$ cat src/rtl/cpu_fetch_queue_pkg.sv
`default_nettype none
// ============================================================================
// Module : cpu_fetch_queue_pkg
// Brief  : Shared types, opcode constants and instruction classifiers for
//          the fetch stage and its queue.
//          Exports: TAG_W, fetch_data_t {tag, instr, pc}, state_t,
//          j_imm(), is_jal(), is_redirect(), is_sleep().
// Rev    : 1.0  initial release
// ============================================================================
package cpu_fetch_queue_pkg;

   localparam int TAG_W = 8;

   typedef struct packed {
      logic [TAG_W-1:0] tag;
      logic [31:0]      instr;
      logic [31:0]      pc;
   } fetch_data_t;

   typedef enum logic [1:0] {
      FETCH     = 2'd0,
      WAIT_JUMP = 2'd1,
      WAIT_IRQ  = 2'd2
   } state_t;

   localparam logic [6:0]  OP_JAL     = 7'b1101111;
   localparam logic [6:0]  OP_JALR    = 7'b1100111;
   localparam logic [6:0]  OP_BRANCH  = 7'b1100011;
   localparam logic [31:0] INSN_ECALL = 32'h0000_0073;
   localparam logic [31:0] INSN_WFI   = 32'h1050_0073;
   localparam logic [31:0] INSN_MRET  = 32'h3020_0073;

   // Sign-extended J-type immediate (byte offset, bit 0 always zero).
   function automatic logic [31:0] j_imm(input logic [31:0] insn);
      return {{12{insn[31]}}, insn[19:12], insn[20], insn[30:21], 1'b0};
   endfunction

   function automatic logic is_jal(input logic [31:0] insn);
      return insn[6:0] == OP_JAL;
   endfunction

   // Control transfers whose target only the backend can resolve.
   function automatic logic is_redirect(input logic [31:0] insn);
      return (insn[6:0] == OP_JALR) || (insn[6:0] == OP_BRANCH) || (insn == INSN_MRET);
   endfunction

   // Instructions after which fetch parks until an interrupt arrives.
   function automatic logic is_sleep(input logic [31:0] insn);
      return (insn == INSN_ECALL) || (insn == INSN_WFI);
   endfunction

endpackage
`default_nettype wire

$ cat src/rtl/cpu_fetch_queue_fifo.sv
`default_nettype none
// ============================================================================
// Module : cpu_fetch_fifo
// Brief  : Power-of-two circular FIFO with flush and a combinational head.
//          A push is accepted when not full, or when full with a same-cycle
//          pop. Flush empties the queue and discards a same-cycle push.
// Ports  : i_clock, i_reset        clock / sync active-high reset
//          i_push, i_push_data     write request and data
//          i_pop                   consume head (ignored when empty)
//          i_flush                 drop all entries
//          o_head                  head entry (undefined when empty)
//          o_count, o_full, o_empty occupancy status
// Rev    : 1.0  initial release
// ============================================================================
module cpu_fetch_fifo #(
   parameter int WIDTH = 8,
   parameter int DEPTH = 4
) (
   input  logic                           i_clock,
   input  logic                           i_reset,
   input  logic                           i_push,
   input  logic [WIDTH-1:0]               i_push_data,
   input  logic                           i_pop,
   input  logic                           i_flush,
   output logic [WIDTH-1:0]               o_head,
   output logic [$clog2(DEPTH+1)-1:0]     o_count,
   output logic                           o_full,
   output logic                           o_empty
);

   localparam int PTR_W = $clog2(DEPTH);
   localparam int CNT_W = $clog2(DEPTH+1);

   logic [WIDTH-1:0] mem [DEPTH];
   logic [PTR_W-1:0] rd_ptr;
   logic [PTR_W-1:0] wr_ptr;
   logic [CNT_W-1:0] count;
   logic             do_push;
   logic             do_pop;

   assign o_full  = (count == CNT_W'(DEPTH));
   assign o_empty = (count == '0);
   assign o_count = count;
   assign o_head  = mem[rd_ptr];

   assign do_pop  = i_pop && !o_empty;
   assign do_push = i_push && (!o_full || do_pop);

   // Pointers wrap naturally because DEPTH is a power of two.
   always_ff @(posedge i_clock) begin
      if (i_reset || i_flush) begin
         rd_ptr <= '0;
         wr_ptr <= '0;
         count  <= '0;
      end else begin
         if (do_push) wr_ptr <= wr_ptr + PTR_W'(1);
         if (do_pop)  rd_ptr <= rd_ptr + PTR_W'(1);
         if (do_push && !do_pop)      count <= count + CNT_W'(1);
         else if (do_pop && !do_push) count <= count - CNT_W'(1);
      end
   end

   always_ff @(posedge i_clock) begin
      if (do_push && !i_flush) mem[wr_ptr] <= i_push_data;
   end

endmodule
`default_nettype wire

$ cat src/rtl/cpu_fetch_queue.sv
`default_nettype none
// ============================================================================
// Module : cpu_fetch_queue
// Brief  : Fetch stage. Walks the PC through an icache port, buffers fetched
//          words in a QUEUE_DEPTH FIFO for decode, parks on control transfers
//          (WAIT_JUMP) and sleep instructions (WAIT_IRQ), dispatches IRQs,
//          and optionally follows JAL targets locally (FOLLOW_JAL).
// Ports  : i_clock, i_reset                    clock / sync active-high reset
//          i_jump, i_jump_pc                   flush + redirect (any state)
//          i_irq_pending, i_irq_pc             interrupt request / vector
//          o_irq_dispatched, o_irq_epc         IRQ taken flag / return PC
//          o_icache_pc, o_icache_stall         icache request side
//          i_icache_ready, i_icache_rdata      icache response side
//          o_valid, i_ready, o_data            decode handshake, head entry
//          o_queue_count                       FIFO occupancy
//          o_starve_count                      saturating icache-starve cycles
// Rev    : 1.0  initial release
// ============================================================================
module cpu_fetch_queue
   import cpu_fetch_queue_pkg::*;
#(
   parameter logic [31:0] RESET_VECTOR = 32'h0000_0000,
   parameter int          QUEUE_DEPTH  = 4,
   parameter bit          FOLLOW_JAL   = 1'b0
) (
   input  logic                             i_clock,
   input  logic                             i_reset,
   input  logic                             i_jump,
   input  logic [31:0]                      i_jump_pc,
   input  logic                             i_irq_pending,
   input  logic [31:0]                      i_irq_pc,
   output logic                             o_irq_dispatched,
   output logic [31:0]                      o_irq_epc,
   output logic [31:0]                      o_icache_pc,
   output logic                             o_icache_stall,
   input  logic                             i_icache_ready,
   input  logic [31:0]                      i_icache_rdata,
   output logic                             o_valid,
   input  logic                             i_ready,
   output fetch_data_t                      o_data,
   output logic [$clog2(QUEUE_DEPTH+1)-1:0] o_queue_count,
   output logic [31:0]                      o_starve_count
);

   state_t           state;
   logic [31:0]      pc;
   logic [TAG_W-1:0] tag;
   logic [TAG_W-1:0] next_tag;
   fetch_data_t      push_data;
   logic             fifo_full;
   logic             fifo_empty;
   logic             pop;
   logic             irq_take;
   logic             enqueue;

   assign o_icache_pc    = pc;
   assign o_valid        = !fifo_empty;
   assign pop            = o_valid && i_ready;
   assign o_icache_stall = (fifo_full && !pop) || (state != FETCH);

   // An IRQ in FETCH pre-empts the fetch of the current PC; the PC becomes epc.
   assign irq_take = (state == FETCH) && i_irq_pending && !o_irq_dispatched;
   assign enqueue  = (state == FETCH) && i_icache_ready && (!fifo_full || pop)
                     && !i_jump && !irq_take;

   // The entry carries the post-increment tag, so the first fetch is tag 1.
   assign next_tag  = tag + TAG_W'(1);
   assign push_data = '{tag: next_tag, instr: i_icache_rdata, pc: pc};

   cpu_fetch_fifo #(
      .WIDTH ($bits(fetch_data_t)),
      .DEPTH (QUEUE_DEPTH)
   ) u_fifo (
      .i_clock     (i_clock),
      .i_reset     (i_reset),
      .i_push      (enqueue),
      .i_push_data (push_data),
      .i_pop       (pop),
      .i_flush     (i_jump),
      .o_head      (o_data),
      .o_count     (o_queue_count),
      .o_full      (fifo_full),
      .o_empty     (fifo_empty)
   );

   always_ff @(posedge i_clock) begin
      if (i_reset) begin
         state            <= FETCH;
         pc               <= RESET_VECTOR;
         tag              <= '0;
         o_irq_dispatched <= 1'b0;
         o_irq_epc        <= '0;
      end else if (i_jump) begin
         // Redirect wins over everything; an IRQ is re-evaluated next cycle.
         state <= FETCH;
         pc    <= i_jump_pc;
      end else begin
         case (state)
            FETCH: begin
               if (irq_take) begin
                  o_irq_dispatched <= 1'b1;
                  o_irq_epc        <= pc;
                  pc               <= i_irq_pc;
               end else begin
                  if (!i_irq_pending) o_irq_dispatched <= 1'b0;
                  if (enqueue) begin
                     tag <= next_tag;
                     if (FOLLOW_JAL && is_jal(i_icache_rdata))
                        pc <= pc + j_imm(i_icache_rdata);
                     else if (is_jal(i_icache_rdata) || is_redirect(i_icache_rdata))
                        state <= WAIT_JUMP;
                     else if (is_sleep(i_icache_rdata))
                        state <= WAIT_IRQ;
                     else
                        pc <= pc + 32'd4;
                  end
               end
            end
            WAIT_JUMP: begin
               // Only a redirect leaves this state.
            end
            WAIT_IRQ: begin
               if (i_irq_pending && !o_irq_dispatched) begin
                  o_irq_dispatched <= 1'b1;
                  o_irq_epc        <= pc + 32'd4;
                  pc               <= i_irq_pc;
                  state            <= FETCH;
               end
            end
            default: state <= FETCH;
         endcase
      end
   end

   always_ff @(posedge i_clock) begin
      if (i_reset)
         o_starve_count <= '0;
      else if ((state == FETCH) && !o_icache_stall && !i_icache_ready
               && (o_starve_count != 32'hFFFF_FFFF))
         o_starve_count <= o_starve_count + 32'd1;
   end

endmodule
`default_nettype wire
$ cat config.mk
export PLATFORM = sky130hd
export DESIGN_NAME = cpu_fetch_queue
export DESIGN_NICKNAME = d
export VERILOG_FILES = /design/src/rtl/cpu_fetch_queue_pkg.sv /design/src/rtl/cpu_fetch_queue_fifo.sv /design/src/rtl/cpu_fetch_queue.sv
export SDC_FILE = /design/constraint.sdc
export NUM_CORES = 1
export LEC_CHECK = 0
export CORE_ASPECT_RATIO = 1.1
export CORE_MARGIN = 3
export CORE_UTILIZATION = 48
export CTS_CLUSTER_SIZE = 24
export DETAILED_ROUTE_END_ITERATION = 8
export PLACE_DENSITY = 0.76
export SKIP_CTS_REPAIR_TIMING = 1
export SYNTH_ARGS = -nofsm -noshare
export SYNTH_HDL_FRONTEND = slang
export SYNTH_SLANG_ARGS = --single-unit
$ cat constraint.sdc
create_clock -name i_clock -period 4.1 [get_ports i_clock]
set_clock_uncertainty 0.2 [all_clocks]
set_input_delay 0.615 -clock i_clock [delete_from_list [all_inputs] [get_ports i_clock]]
set_output_delay 0.615 -clock i_clock [all_outputs]
set_load 0.05 [all_outputs]
==> results_dict.tcl, run 1 <==
set metrics [dict create \
    cts_buffers 41 \
    via_per_inst 5.87 \
    syn_nets 1317 \
    setup_viol 0 \
    gr-total-overflow 0 \
    ys_ff_latch 404 \
    vias 11480 \
    worstSetupPathType "reg2out" \
    synthMuxAreaShare_pct 10.0 \
    yosys.area_share.adder_pct 0.714 \
    required_ps 3280 \
    ioPinCount 276 \
    timing.final.crit_period_ps 3650 \
    worstPathCellList "buf_4, mux4_2, clkdlybuf4s50_1" \
    wl_per_cell_um 22.1 \
    grt_max_degree 69 \
    clk_latency_ps 540 \
    io_buffers 275 \
    fin_nets 1594 \
    synth_cell_types 58 \
    hpwl_um 28600 \
    status "finished, final reports clean" \
    fp.coreArea_um2 34400 \
    hold_viol_final 0 \
    whs_ps 187 \
    max_slew_margin_pct 19.7 \
    grt_usage_pct 23.0 \
    dieHeight_um 202 \
    cp_slowest_cell "clkdlybuf4s50_1" \
    fin_tns_setup_ps 0 \
    syn_area_um2 16800 \
    initialDrtViolationCount 1078 \
    yosys.area.top_type "edfxtp_1" \
    rsz0062_at_grt "false" \
    cts_sinks 404 \
    seqCellArea_um2 11000 \
    ir_drop_uv 322 \
    worst_slew_pin_slew_ps 1190 \
    p_leak_nw 7.00 \
    synth_top_family_by_area "simple AND/OR/NAND/NOR gates" \
    final_cell_mix "288 x edfxtp_1, 272 x clkdlybuf4s50_1, 124 x nor2_1, 114 x dfxtp_1, 72 x mux4_2" \
    ys_top_cells_by_area "edfxtp_1 51%, dfxtp_1 14%, mux4_2 9.6%" \
    slowest_delay_ps 750 \
    fmax_ghz 0.274 \
    root_buffer "clkbuf_16" \
    drv_cap 0 \
    synth_top_flop_cell "edfxtp_1" \
    p_per_area_nw_per_um2 433 \
    post_synth.cell_area_avg_um2 13.9 \
    htreeDepth 2 \
    crit_buf_inv 2 \
    routabilityCongestion 0.907 \
    firstDrtPassIters 6 \
    yosysTopAreaCellShare_pct 51.4 \
    syn2layout_area_growth_pct 28.1 \
    arrival_ps 2830 \
    yosys.area_share.simple_pct 11.4 \
    finalCritPeriodShare_pct 89.0 \
    layout_commonest_cell "edfxtp_1" \
    cts_tree "built" \
    grt_pass1_wl_um 66900 \
    async_flop_share_pct 0 \
    yosysSeqAreaShare_pct 65.2 \
    cts_buffer_depth 3 \
    grt_pass1_vias 11495 \
    start_kind "register" \
    critPathMaxFanout 21 \
    die_area_um2 37300 \
    syn_inst 1206 \
    synth_compound_area_share_pct 6.48 \
    final_max_slew_viol_count 0 \
    worstSetupEndpointType "output port" \
    hp-class "in2reg" \
    start_util_pct 48.9 \
    setup_ws_ps 451 \
    layout-drive-gt1-share_pct 12.9 \
    multi_input_area_um2 5510 \
    drt-total-wl_um 43300 \
    synth-edff-count 288 \
    dp_slack_ps 376 \
    reg2reg_setup_slack_ps 990 \
    critPathTopFamily "buffers and inverters" \
    die_w_um 184 \
    yosysWarnings 0 \
    synth-xor-area-share_pct 3.96 \
    clk_pin_slew_ps 60 \
    rows 71 \
    drtAntennaViolNets 0 \
    nFillCells 2521 \
    drc 0 \
    grt_antenna_before_repair 5 \
]
final timing paths:
check	start	to	cells past startpoint
worst max-delay path	register	o_data[54]	3
worst min-delay path	i_jump	o_irq_dispatched	4
worst max register to register	o_icache_pc[2]	o_icache_pc[24]	7
worst min register to register	o_irq_epc[0]	o_irq_epc[0]	2
worst register-to-register path, delay by kind of cell, from the launching register on:
family,cells,cell delay [ps]
DFF,1,660
and+or+nand+nor,3,1010
AOI/OAI and AO/OA,3,740
adders and majority gates,1,420
stage by stage:
step	area, um2	utilization [%]	instances	total power (W)
2_1_floorplan	16800	-	1206	0.00526
4_1_cts	21500	62.7	1954	0.00940
3_3_place_gp	20200	58.8	1878	0.00569
5_1_grt	21600	62.7	1955	0.00965
3_5_place_dp	20200	58.8	1878	0.00571
6_report	21600	62.7	1955	0.00933
kinds of logic after synthesis:
logic type | count (synthesis)
flip-flops | 404
AND/OR/NAND/NOR | 382
AO/OA/AOI/OAI | 165
XOR/XNOR | 76
multiplexers | 78
buffers and inverters | 92
adder cells (fa/ha/maj) | 9
cells in the mapped netlist, types with 4 or more instances:
cell type,n
edfxtp_1,288
nor2_1,124
dfxtp_1,116
mux4_2,72
nand2_1,62
clkbuf_1,56
xor2_1,50
a21oi_1,42
a211oi_1,40
nand4_1,36
o21ai_0,33
nand3_1,32
nor3_1,29
xnor2_1,26
inv_1,18
or3_1,17
nand2b_1,13
and3_1,12
a311oi_1,10
nor4_1,10
and2_1,9
buf_1,9
ha_1,8
and4_1,7
nor2b_1,7
o31ai_1,7
mux2i_1,6
o32ai_1,6
buf_2,5
o211ai_1,5
or2_2,5
a211o_1,4
or4_1,4
routing by layer:
metal | track usage (%) | vias to the layer above | wire length [um]
met3 | 5.72 | 121 | 3890
li1 | - | 5193 | -
met1 | 31.1 | 5622 | 17100
met4 | 9.96 | 8 | 1760
met2 | 35.4 | 536 | 20500
met5 | 0 | - | 50
area by class of cell:
| class | instances | share of cell area, % |
|---|---|---|
| diodes | 1 | 0.0116 |
| clock inverters | 30 | 1.29 |
| inverters | 18 | 0.314 |
| clock buffers | 46 | 4.95 |
| flip-flops and latches | 404 | 50.9 |
| repair buffers | 308 | 14.4 |
| well taps | 438 | 2.54 |
| multi-input cells | 710 | 25.6 |
sequential cells by signal (all words and copies together) (netlist names), 3 cells and up, named ones only:
name	cells
o_icache_pc	32
o_irq_epc	32
o_starve_count	32
tag	8
u_fifo.mem	288
u_fifo.o_count	3
where the power goes:
part | internal (W) | switching [W] | leakage, nW
Clock | 0.00214 | 0.00156 | 0.660
Combinational | 0.000396 | 0.000641 | 2.75
Sequential | 0.00447 | 0.000122 | 3.59
Total | 0.00701 | 0.00232 | 7.00
(Power assumes the default switching activity.)
==> inputs of run 2 (changes only) <==
- PLACE_DENSITY: 0.76 -> 0.73
==> run 2 against run 1 <==
Net effect:
- utilization fell by 0.30 points
- final cell count fell by 0.41%
- routed wire length up 0.25%
- sequential power barely moved
- critical path depth stayed put
- sequential share of layout area increased by 0.24 points
- clock power decreased by 2%
- via count is essentially flat
- first-iteration DRC count is 1.3% higher
- total power shrank 0.63%
- cell area down 0.48%
==> results_dict.tcl, run 2 (synthesis gave the netlist of run 1 again) <==
set metrics [dict create \
    hp-class "in2reg" \
    layout-drive-gt1-share_pct 12.1 \
    cts_buffers 41 \
    use_met2_pct 36.3 \
    fin_nets 1589 \
    ioPinCount 276 \
    ir_drop_uv 299 \
    htreeDepth 2 \
    p_per_area_nw_per_um2 432 \
    grt_antenna_before_repair 2 \
    vias 11474 \
    grt_pass1_wl_um 66400 \
    worstSetupPathType "reg2out" \
    grt-busiest-layer "met2" \
    arrival_ps 2870 \
    die_w_um 184 \
    gr-total-overflow 0 \
    grt_usage_pct 22.9 \
    largest_reg_flops 288 \
    ff2ff_path_depth 6 \
    rsz0062_at_grt "false" \
    final_cell_mix "288 x edfxtp_1, 272 x clkdlybuf4s50_1, 124 x nor2_1, 114 x dfxtp_1, 72 x mux4_2" \
    via_per_inst 5.89 \
    worstPathCellList "buf_12, mux4_2, clkdlybuf4s50_1" \
    use_met1_pct 31.7 \
    timing.final.crit_period_ps 3690 \
    critPathMaxFanout 41 \
    top_register "u_fifo.mem" \
    cts_buffer_depth 3 \
    fp.coreArea_um2 34400 \
    finalCritPeriodShare_pct 90.0 \
    drc 0 \
    dieHeight_um 202 \
    reg2reg_setup_slack_ps 1130 \
    cts_sinks 404 \
    io_buffers 275 \
    grt_max_degree 65 \
    clock_power_share_pct 39.3 \
    cts_tree "built" \
    p_leak_nw 6.94 \
    worst_slew_pin_slew_ps 1030 \
    drt-total-wl_um 43400 \
    r2r_start "o_icache_pc[2]" \
    syn2layout_area_growth_pct 27.5 \
    intPower_w 0.00700 \
    switchingPower_w 0.00227 \
    min_path_cells 4 \
    die_area_um2 37300 \
    final_max_slew_viol_count 0 \
    grt_pass1_vias 11358 \
    wl_per_cell_um 22.3 \
    clk_pin_slew_ps 60 \
    rows 71 \
    cp_slowest_cell "clkdlybuf4s50_1" \
    hpwl_um 28800 \
    fin_util_pct 62.4 \
    timing.rr.end "o_irq_epc[19]" \
    max_slew_margin_pct 31.0 \
    fin_tns_setup_ps 0 \
    drv_cap 0 \
    fmax_ghz 0.271 \
    initialDrtViolationCount 1092 \
    setup_viol 0 \
    start_util_pct 48.9 \
    min_to "o_irq_dispatched" \
    firstDrtPassIters 7 \
    power_frac_comb_pct 11.1 \
    root_buffer "clkbuf_16" \
    drtAntennaViolNets 0 \
    met3_usage_pct 5.72 \
    hold_start "i_jump" \
    hold_viol_final 0 \
    clk_latency_ps 530 \
    swShare_pct 24.5 \
    layout_commonest_cell "edfxtp_1" \
    worstSetupEndpointType "output port" \
    routabilityCongestion 0.878 \
    status "finished, final reports clean" \
    seqPwrFrac_pct 49.6 \
    slowest_delay_ps 720 \
    required_ps 3280 \
    start_kind "register" \
]
-- run 2: cell types whose count changed in the layout (fill, tap and decap cells not counted) --
| cell | previous run | this run |
|---|---|---|
| buf_12 | 9 | 6 |
| buf_4 | 26 | 24 |
| bufinv_16 | 4 | 3 |
| clkbuf_1 | 4 | 9 |
| clkbuf_16 | 42 | 43 |
| clkbuf_8 | 0 | 2 |
| clkinv_1 | 8 | 9 |
| clkinv_2 | 12 | 5 |
| clkinv_4 | 1 | 0 |
| clkinvlp_4 | 3 | 1 |
| inv_16 | 1 | 0 |
| nor4b_1 | 2 | 1 |
| nor4b_2 | 0 | 1 |
-- run 2: worst max-delay path: cells and delay by family (launching register included) --
kind	cells	cell delay (ps)
buffers and inverters	2	1100
flip-flops	1	640
multiplexers	1	580
-- run 2: power groups by stage --
stage / Clock (W) / Combinational, W / Sequential [W]
after floorplan: 0 / 0.000457 / 0.00481
after global placement: 0 / 0.00102 / 0.00467
after detailed placement: 0 / 0.00103 / 0.00468
after CTS: 0.00370 / 0.00103 / 0.00459
after global routing: 0.00386 / 0.00109 / 0.00461
final: 0.00364 / 0.00103 / 0.00460
-- run 2: cell type report --
type                    count  area (um2)
repair buffers            303        3030
well taps                 438         548
clock buffers              54        1140
fillers                  2533       12900
inverters                  18        67.6
flip-flops and latches    404       11000
diodes                      1        2.50
clock inverters            19         173
multi-input cells         710        5510
-- run 2: worst max-delay path by stage --
stage	to	depth (start not counted)	startpoint
finish	o_data[31]	3	register
global route	o_data[60]	3	register
CTS	o_data[31]	3	register
detailed placement	o_icache_pc[18]	7	i_icache_rdata[14]
global placement	o_icache_pc[16]	7	i_icache_rdata[14]
floorplan	u_fifo.mem[0][0]	6	o_irq_dispatched
-- run 2: metrics by stage --
step / instance area, um2 / hold slack, ps / instances / worst slack, ps / total power (W)
3_5_place_dp: 20100 / 268 / 1873 / 188 / 0.00571
4_1_cts: 21400 / 229 / 1946 / 309 / 0.00932
3_3_place_gp: 20100 / 267 / 1873 / 265 / 0.00569
2_1_floorplan: 16800 / 285 / 1206 / 703 / 0.00526
6_report: 21400 / 248 / 1947 / 410 / 0.00927
5_1_grt: 21400 / 263 / 1946 / 203 / 0.00955
-- run 2: layer usage --
layer / wire length, um / share of wire (%) / vias up
met2: 20700 / 48 / 510
met3: 3920 / 9.0 / 71
met1: 17600 / 41 / 5726
li1: - / - / 5167
met4: 1210 / 2.8 / 0
met5: 0 / 0 / -
